### src/rtl/branch_predictor.sv
// Direct-mapped BTB with saturating direction counters: predicts at Fetch, trains and flags mispredicts at Execute.
// Lookup and recovery are combinational; training, invalidation and statistics land on the next clk edge; no backpressure.
module branch_predictor #(
    parameter int XLEN    = 32,
    parameter int ENTRIES = 16,
    parameter int CNT_W   = 2,
    parameter int STAT_W  = 32
) (
    input  logic              clk,
    input  logic              reset,
    input  logic [XLEN-1:0]   PCF,
    output logic              PredTakenF,
    output logic [XLEN-1:0]   PredTargetF,
    input  logic              UpdValidE,
    input  logic              UpdJumpE,
    input  logic [XLEN-1:0]   UpdPCE,
    input  logic              UpdTakenE,
    input  logic [XLEN-1:0]   UpdTargetE,
    input  logic              PredTakenE,
    input  logic [XLEN-1:0]   PredTargetE,
    output logic              MispredictE,
    output logic [XLEN-1:0]   RecoverPCE,
    input  logic              InvalidateAll,
    output logic [STAT_W-1:0] BranchCnt,
    output logic [STAT_W-1:0] MispredCnt
);

    localparam int IDX_W = $clog2(ENTRIES);
    localparam int TAG_W = XLEN - 2 - IDX_W;

    localparam logic [CNT_W-1:0] CNT_MAX = '1;
    localparam logic [CNT_W-1:0] CNT_WT  = CNT_W'(1) << (CNT_W - 1);
    localparam logic [CNT_W-1:0] CNT_WNT = CNT_WT - CNT_W'(1);

    logic [ENTRIES-1:0] valid_q;
    logic [TAG_W-1:0]   tag_q [ENTRIES];
    logic [XLEN-1:0]    tgt_q [ENTRIES];
    logic [CNT_W-1:0]   cnt_q [ENTRIES];

    logic [STAT_W-1:0]  branch_cnt_q, branch_cnt_d;
    logic [STAT_W-1:0]  mispred_cnt_q, mispred_cnt_d;

    logic [IDX_W-1:0]   f_idx;
    logic [TAG_W-1:0]   f_tag;
    logic               f_hit;

    logic [IDX_W-1:0]   e_idx;
    logic [TAG_W-1:0]   e_tag;
    logic               e_hit;
    logic               e_taken;

    logic               wr_en;
    logic [XLEN-1:0]    tgt_d;
    logic [CNT_W-1:0]   cnt_d;

    assign f_idx = PCF[IDX_W+1:2];
    assign f_tag = PCF[XLEN-1:IDX_W+2];
    assign f_hit = valid_q[f_idx] && (tag_q[f_idx] == f_tag);

    assign PredTakenF  = f_hit && cnt_q[f_idx][CNT_W-1];
    assign PredTargetF = PredTakenF ? tgt_q[f_idx] : PCF + XLEN'(4);

    assign e_idx   = UpdPCE[IDX_W+1:2];
    assign e_tag   = UpdPCE[XLEN-1:IDX_W+2];
    assign e_hit   = valid_q[e_idx] && (tag_q[e_idx] == e_tag);
    assign e_taken = UpdTakenE || UpdJumpE;

    assign MispredictE = UpdValidE &&
                         ((PredTakenE != e_taken) || (e_taken && (PredTargetE != UpdTargetE)));
    assign RecoverPCE  = e_taken ? UpdTargetE : UpdPCE + XLEN'(4);

    // A miss on a not-taken branch leaves the BTB alone so it does not evict a useful entry.
    always_comb begin
        wr_en = 1'b0;
        tgt_d = tgt_q[e_idx];
        cnt_d = cnt_q[e_idx];
        if (UpdValidE) begin
            if (e_hit) begin
                wr_en = 1'b1;
                if (UpdJumpE) begin
                    cnt_d = CNT_MAX;
                    tgt_d = UpdTargetE;
                end else if (e_taken) begin
                    cnt_d = (cnt_q[e_idx] == CNT_MAX) ? CNT_MAX : cnt_q[e_idx] + CNT_W'(1);
                    tgt_d = UpdTargetE;
                end else begin
                    cnt_d = (cnt_q[e_idx] == '0) ? '0 : cnt_q[e_idx] - CNT_W'(1);
                end
            end else if (e_taken) begin
                wr_en = 1'b1;
                tgt_d = UpdTargetE;
                cnt_d = UpdJumpE ? CNT_MAX : CNT_WT;
            end
        end
    end

    always_comb begin
        branch_cnt_d  = branch_cnt_q;
        mispred_cnt_d = mispred_cnt_q;
        if (UpdValidE) begin
            if (branch_cnt_q != '1) begin
                branch_cnt_d = branch_cnt_q + STAT_W'(1);
            end
            if (MispredictE && (mispred_cnt_q != '1)) begin
                mispred_cnt_d = mispred_cnt_q + STAT_W'(1);
            end
        end
    end

    // Tag/target/counter writes still land under InvalidateAll; only the valid bit is suppressed.
    always_ff @(posedge clk or posedge reset) begin
        if (reset) begin
            valid_q <= '0;
            for (int i = 0; i < ENTRIES; i++) begin
                tag_q[i] <= '0;
                tgt_q[i] <= '0;
                cnt_q[i] <= CNT_WNT;
            end
            branch_cnt_q  <= '0;
            mispred_cnt_q <= '0;
        end else begin
            if (InvalidateAll) begin
                valid_q <= '0;
            end else if (wr_en) begin
                valid_q[e_idx] <= 1'b1;
            end
            if (wr_en) begin
                tag_q[e_idx] <= e_tag;
                tgt_q[e_idx] <= tgt_d;
                cnt_q[e_idx] <= cnt_d;
            end
            branch_cnt_q  <= branch_cnt_d;
            mispred_cnt_q <= mispred_cnt_d;
        end
    end

    assign BranchCnt  = branch_cnt_q;
    assign MispredCnt = mispred_cnt_q;

endmodule

### config.mk
export PLATFORM = sky130hd
export DESIGN_NAME = branch_predictor
export DESIGN_NICKNAME = d
export VERILOG_FILES = /design/src/rtl/branch_predictor.sv
export SDC_FILE = /design/constraint.sdc
export NUM_CORES = 2
export LEC_CHECK = 0
export BUFFER_PORTS_ARGS = -buffer_cell sky130_fd_sc_hd__buf_4
export CORE_AREA = 2 2 252 353
export CTS_CLUSTER_SIZE = 28
export DETAILED_ROUTE_END_ITERATION = 10
export DIE_AREA = 0 0 254 355
export GPL_ROUTABILITY_DRIVEN = 0
export PLACE_DENSITY = 0.85
export SYNTH_ARGS = -nofsm -noshare
export SYNTH_HDL_FRONTEND = slang
export SYNTH_SLANG_ARGS = --single-unit
### constraint.sdc
create_clock -name clk -period 49.4 [get_ports clk]
set_clock_uncertainty 0.1 [all_clocks]
set_input_delay 4.94 -clock clk [delete_from_list [all_inputs] [get_ports clk]]
set_output_delay 4.94 -clock clk [all_outputs]
set_load 0.02 [all_outputs]
==> summary by stage <==
Placed design
The total half-perimeter wirelength after legalization and detailed placement is around 110000 µm. The number of buffers inserted by port buffering is ~260.

Synth
By count the netlist is led by sky130_fd_sc_hd__dfrtp_1, sky130_fd_sc_hd__mux2_2, sky130_fd_sc_hd__mux4_2. The post-synthesis register bit count is roughly 1000. For this run, the register share of the synthesized area comes to a little under half.

The count of flip-flops with a built-in enable after synthesis is 0. The leading cell type by number of instances after synthesis is sky130_fd_sc_hd__dfrtp_1. The average size of a mapped cell is roughly 15 µm². For this run, the number of Yosys warnings is 0. Summed over its instances, the top area cell type makes up between 40% and 50% of the synthesized netlist area.

The cell taking the most area after synthesis is sky130_fd_sc_hd__dfrtp_1. The distinct cell type count after synthesis is just under 80. By area the synthesized netlist is led by sky130_fd_sc_hd__dfrtp_1, sky130_fd_sc_hd__mux4_2, sky130_fd_sc_hd__mux2_2.

The number of nets handed over by synthesis was just over 4000. After synthesis, the share of flip-flops with an asynchronous set or reset is 100%. The netlist area before placement is ~58000 µm². The number of instances in the synthesized netlist is ~3900. Among all flip-flop cells after synthesis, the most frequent one is sky130_fd_sc_hd__dfrtp_1.

Clock network
Clock-pin slew was measured on the worst setup and hold paths at around 0.060 ns. In this run the post-CTS setup repair buffer count came out at 0. The count of instances resized after the clock tree is built is 0.

The number of buffers created by CTS is 99. The longest clock path from root to sink contains 3 buffers. The later pin in the worst-skew pair is clocked with a latency of 0.69 ns.

CTS built an H-tree with a depth of 3. The clock net in this run drives a total of around 1000 sinks. The cts-stage hold buffer count is 0. The cell sitting at the root of the clock tree is a sky130_fd_sc_hd__clkbuf_16. TritonCTS built the clock tree.

GRT
The pin count of the biggest net entering global routing is about 180. Global routing used between 30% and 40% of the available tracks across all layers. The initial antenna violation count was 11. The global-route wire length before repair is around 260000 µm. The total global routing overflow is 0. The via count of the first global-routing pass is 39700.

STA
The headroom to the max-slew limit is about a tenth. The final worst-path cycle share is approximately a third. Adding up every negative setup slack in the final design gives 0 ns. The number of hold violations in the final report is 0.

Setup violations remaining at the end of the flow were counted as 0. Setup repair after global routing left no endpoint under its margin. The shortest clock period the worst path allows after layout is between 15 and 20 ns. The fmax is between 60 and 70 MHz. The transition time at the pin with the least slew margin is about 1.3 ns.

The final count of pins violating max slew was 0.

Route
The wire length on met2 is about 80000 µm. The first TritonRoute pass finished after 8 iterations. The via density per instance is between 7 and 8. For this block, wires on met1 add up to a little over 60000 µm. The highest routed metal layer is met5.

The final layout contains routed wiring with a total length of between 150000 and 200000 µm. The number of remaining DRC errors is 0. The detail route stage leaves a number of antenna-violating nets equal to 0. The total number of vias is around 39000. The initial detailed-routing violation count is approximately 4200. The routed design uses between 20000 and 25000 µm of met3 wire. The final routed wire length divided by cell count is approximately 33 µm.

Power
The analysis attributes to cell leakage a power of about 27 nW. The overall power consumption is between 2 and 3 mW. The power per cell area is approximately 42 nW/µm². VDD sags by at most between 0.02 and 0.03 mV.

Critical path
The number of buffer and inverter stages on the critical path is 5. The critical path data arrival time is between 10 and 15 ns. Of all nets on the critical path, the largest fanout is approximately 60. The slack of the worst reg-to-reg path is about 44 ns. Walking the worst path, the cells encountered are buf_8, buf_4, buf_4, mux4_2, mux4_2, xnor2_1, nand4_1, or4_1, nor4_4, buf_4, o21ai_0, buf_4. The slowest stage of the critical path belongs to the cell sky130_fd_sc_hd__buf_4.

The kind of cell with the highest combined delay along the critical path is buffers and inverters. The sort of element at the end of the critical path is a primary output. The cell repeated most along the worst path is sky130_fd_sc_hd__buf_4. STA classifies the critical path startpoint as a primary input. The critical path data required time is approximately 44 ns. The type of the setup path with the least slack is in -> out.

The peak per-stage delay on the critical path is 0.90 ns.

Layout
The final net count is a little over 4000. The core occupancy in the finished layout is 73.0%. The relative area change from synthesis to final layout is 9.81%. The post-route netlist has around half of its cells at a drive strength greater than 1.

Floorplanning
The die is approximately 360 µm tall. For this configuration, the core starts out at a cell density of 66.5%. The area inside the core boundary is roughly 87000 µm². The floorplan step defined a die boundary enclosing around 90000 µm².

In this run the horizontal extent of the chip is about 250 µm. The I/O pin count is 265. The floorplan has 128 rows.

Worst hold path
The class of the most critical hold timing path is reg -> reg.

Job
The count of max-cap constraint violations is 0.

Run status
The flow ran to the end, and the final reports show no timing, DRC or antenna violations.
[per-layer routing]
metal / track usage (%) / vias up
met4: 23.8 / 14
met3: 13.5 / 664
li1: - / 15100
met1: 49.7 / 20200
met5: 0.647 / -
met2: 59.3 / 2562
[worst paths after layout]
check                                                from                   endpoint  cells after the start
worst max-delay path                               PCF[2]            PredTargetF[30]                     12
worst min-delay path            MispredCnt[5]$_DFFE_PP0P_  MispredCnt[5]$_DFFE_PP0P_                      1
worst max register to register     tag_q[112]$_DFFE_PP0P_     tgt_q[207]$_DFFE_PP0P_                     11
worst min register to register  MispredCnt[5]$_DFFE_PP0P_  MispredCnt[5]$_DFFE_PP0P_                      1
max in group asynchronous                           reset     tag_q[256]$_DFFE_PP0P_                      5
min in group asynchronous                           reset   BranchCnt[5]$_DFFE_PP0P_                      2
[flip-flops by register name, summed over array words and instances (netlist names)]
register	flops
MispredCnt	32
BranchCnt	32
tgt_q	512
valid_q	16
tag_q	416
cnt_q	32
[cells by family after synthesis]
family / after synthesis / share of synthesized area, %
xor gates and xnor gates: 190 / 2.88
AOI/OAI and AO/OA: 198 / 2.35
DFF: 1040 / 45.1
buffers and inverters: 394 / 3.45
muxes: 1633 / 42.1
and+or+nand+nor: 429 / 3.96
adders and majority gates: 8 / 0.169
[placed cells by master, fill, tap and decap left out, types with 7 or more instances in the layout]
cell	Yosys	routed
sky130_fd_sc_hd__a22oi_1	22	22
sky130_fd_sc_hd__diode_2	0	12
sky130_fd_sc_hd__clkbuf_1	162	23
sky130_fd_sc_hd__o21ba_2	12	12
sky130_fd_sc_hd__inv_1	34	33
sky130_fd_sc_hd__ha_1	7	7
sky130_fd_sc_hd__dfrtp_1	1024	1024
sky130_fd_sc_hd__mux2_2	865	865
sky130_fd_sc_hd__bufinv_16	0	9
sky130_fd_sc_hd__nor4_1	7	7
sky130_fd_sc_hd__clkbuf_8	0	22
sky130_fd_sc_hd__nand3_1	59	59
sky130_fd_sc_hd__a21oi_1	17	17
sky130_fd_sc_hd__buf_4	50	328
sky130_fd_sc_hd__and3_1	21	21
sky130_fd_sc_hd__dfstp_2	16	16
sky130_fd_sc_hd__mux4_2	536	536
sky130_fd_sc_hd__xor2_1	52	52
sky130_fd_sc_hd__clkinv_2	0	17
sky130_fd_sc_hd__nor3_4	7	7
sky130_fd_sc_hd__nand4_1	48	48
sky130_fd_sc_hd__nor3_1	20	19
sky130_fd_sc_hd__and2_1	10	10
sky130_fd_sc_hd__xnor2_1	138	138
sky130_fd_sc_hd__and4_1	13	13
sky130_fd_sc_hd__nand2_1	145	144
sky130_fd_sc_hd__nor2b_1	12	12
sky130_fd_sc_hd__mux2_1	137	137
sky130_fd_sc_hd__mux2i_1	95	95
sky130_fd_sc_hd__a22o_1	10	10
sky130_fd_sc_hd__clkbuf_16	0	101
sky130_fd_sc_hd__o21ai_0	75	75
sky130_fd_sc_hd__o211ai_1	7	7
sky130_fd_sc_hd__nor2_1	55	55
[power breakdown]
part | switching [mW] | internal (mW)
Clock | 0.343 | 0.458
Sequential | 0.155 | 1.05
Combinational | 0.282 | 0.375
Total | 0.779 | 1.88
[area by class of cell]
cell class / instances / area [µm²]
flip-flops and latches: 1040 / 26000
clock buffers: 146 / 2920
inverters: 35 / 139
diodes: 12 / 30.0
fillers: 5418 / 23400
multi-input cells: 2458 / 29700
clock inverters: 39 / 480
repair buffers: 337 / 2610
well taps: 1170 / 1460
[per-stage QoR]
| stage | instance area [µm²] | instances | hold WS [ns] | worst slack [ns] |
|---|---|---|---|---|
| 3_5_place_dp | 60000 | 5040 | 0.383 | 33.45 |
| 3_3_place_gp | 60000 | 5040 | 0.376 | 33.59 |
| 6_report | 63400 | 5237 | 0.389 | 33.39 |
| 4_1_cts | 63400 | 5225 | 0.395 | 33.43 |
| 5_1_grt | 63400 | 5226 | 0.412 | 33.06 |
| 2_1_floorplan | 57700 | 3892 | 0.370 | 15.12 |
No activity file was read; power rests on OpenSTA's default activity.
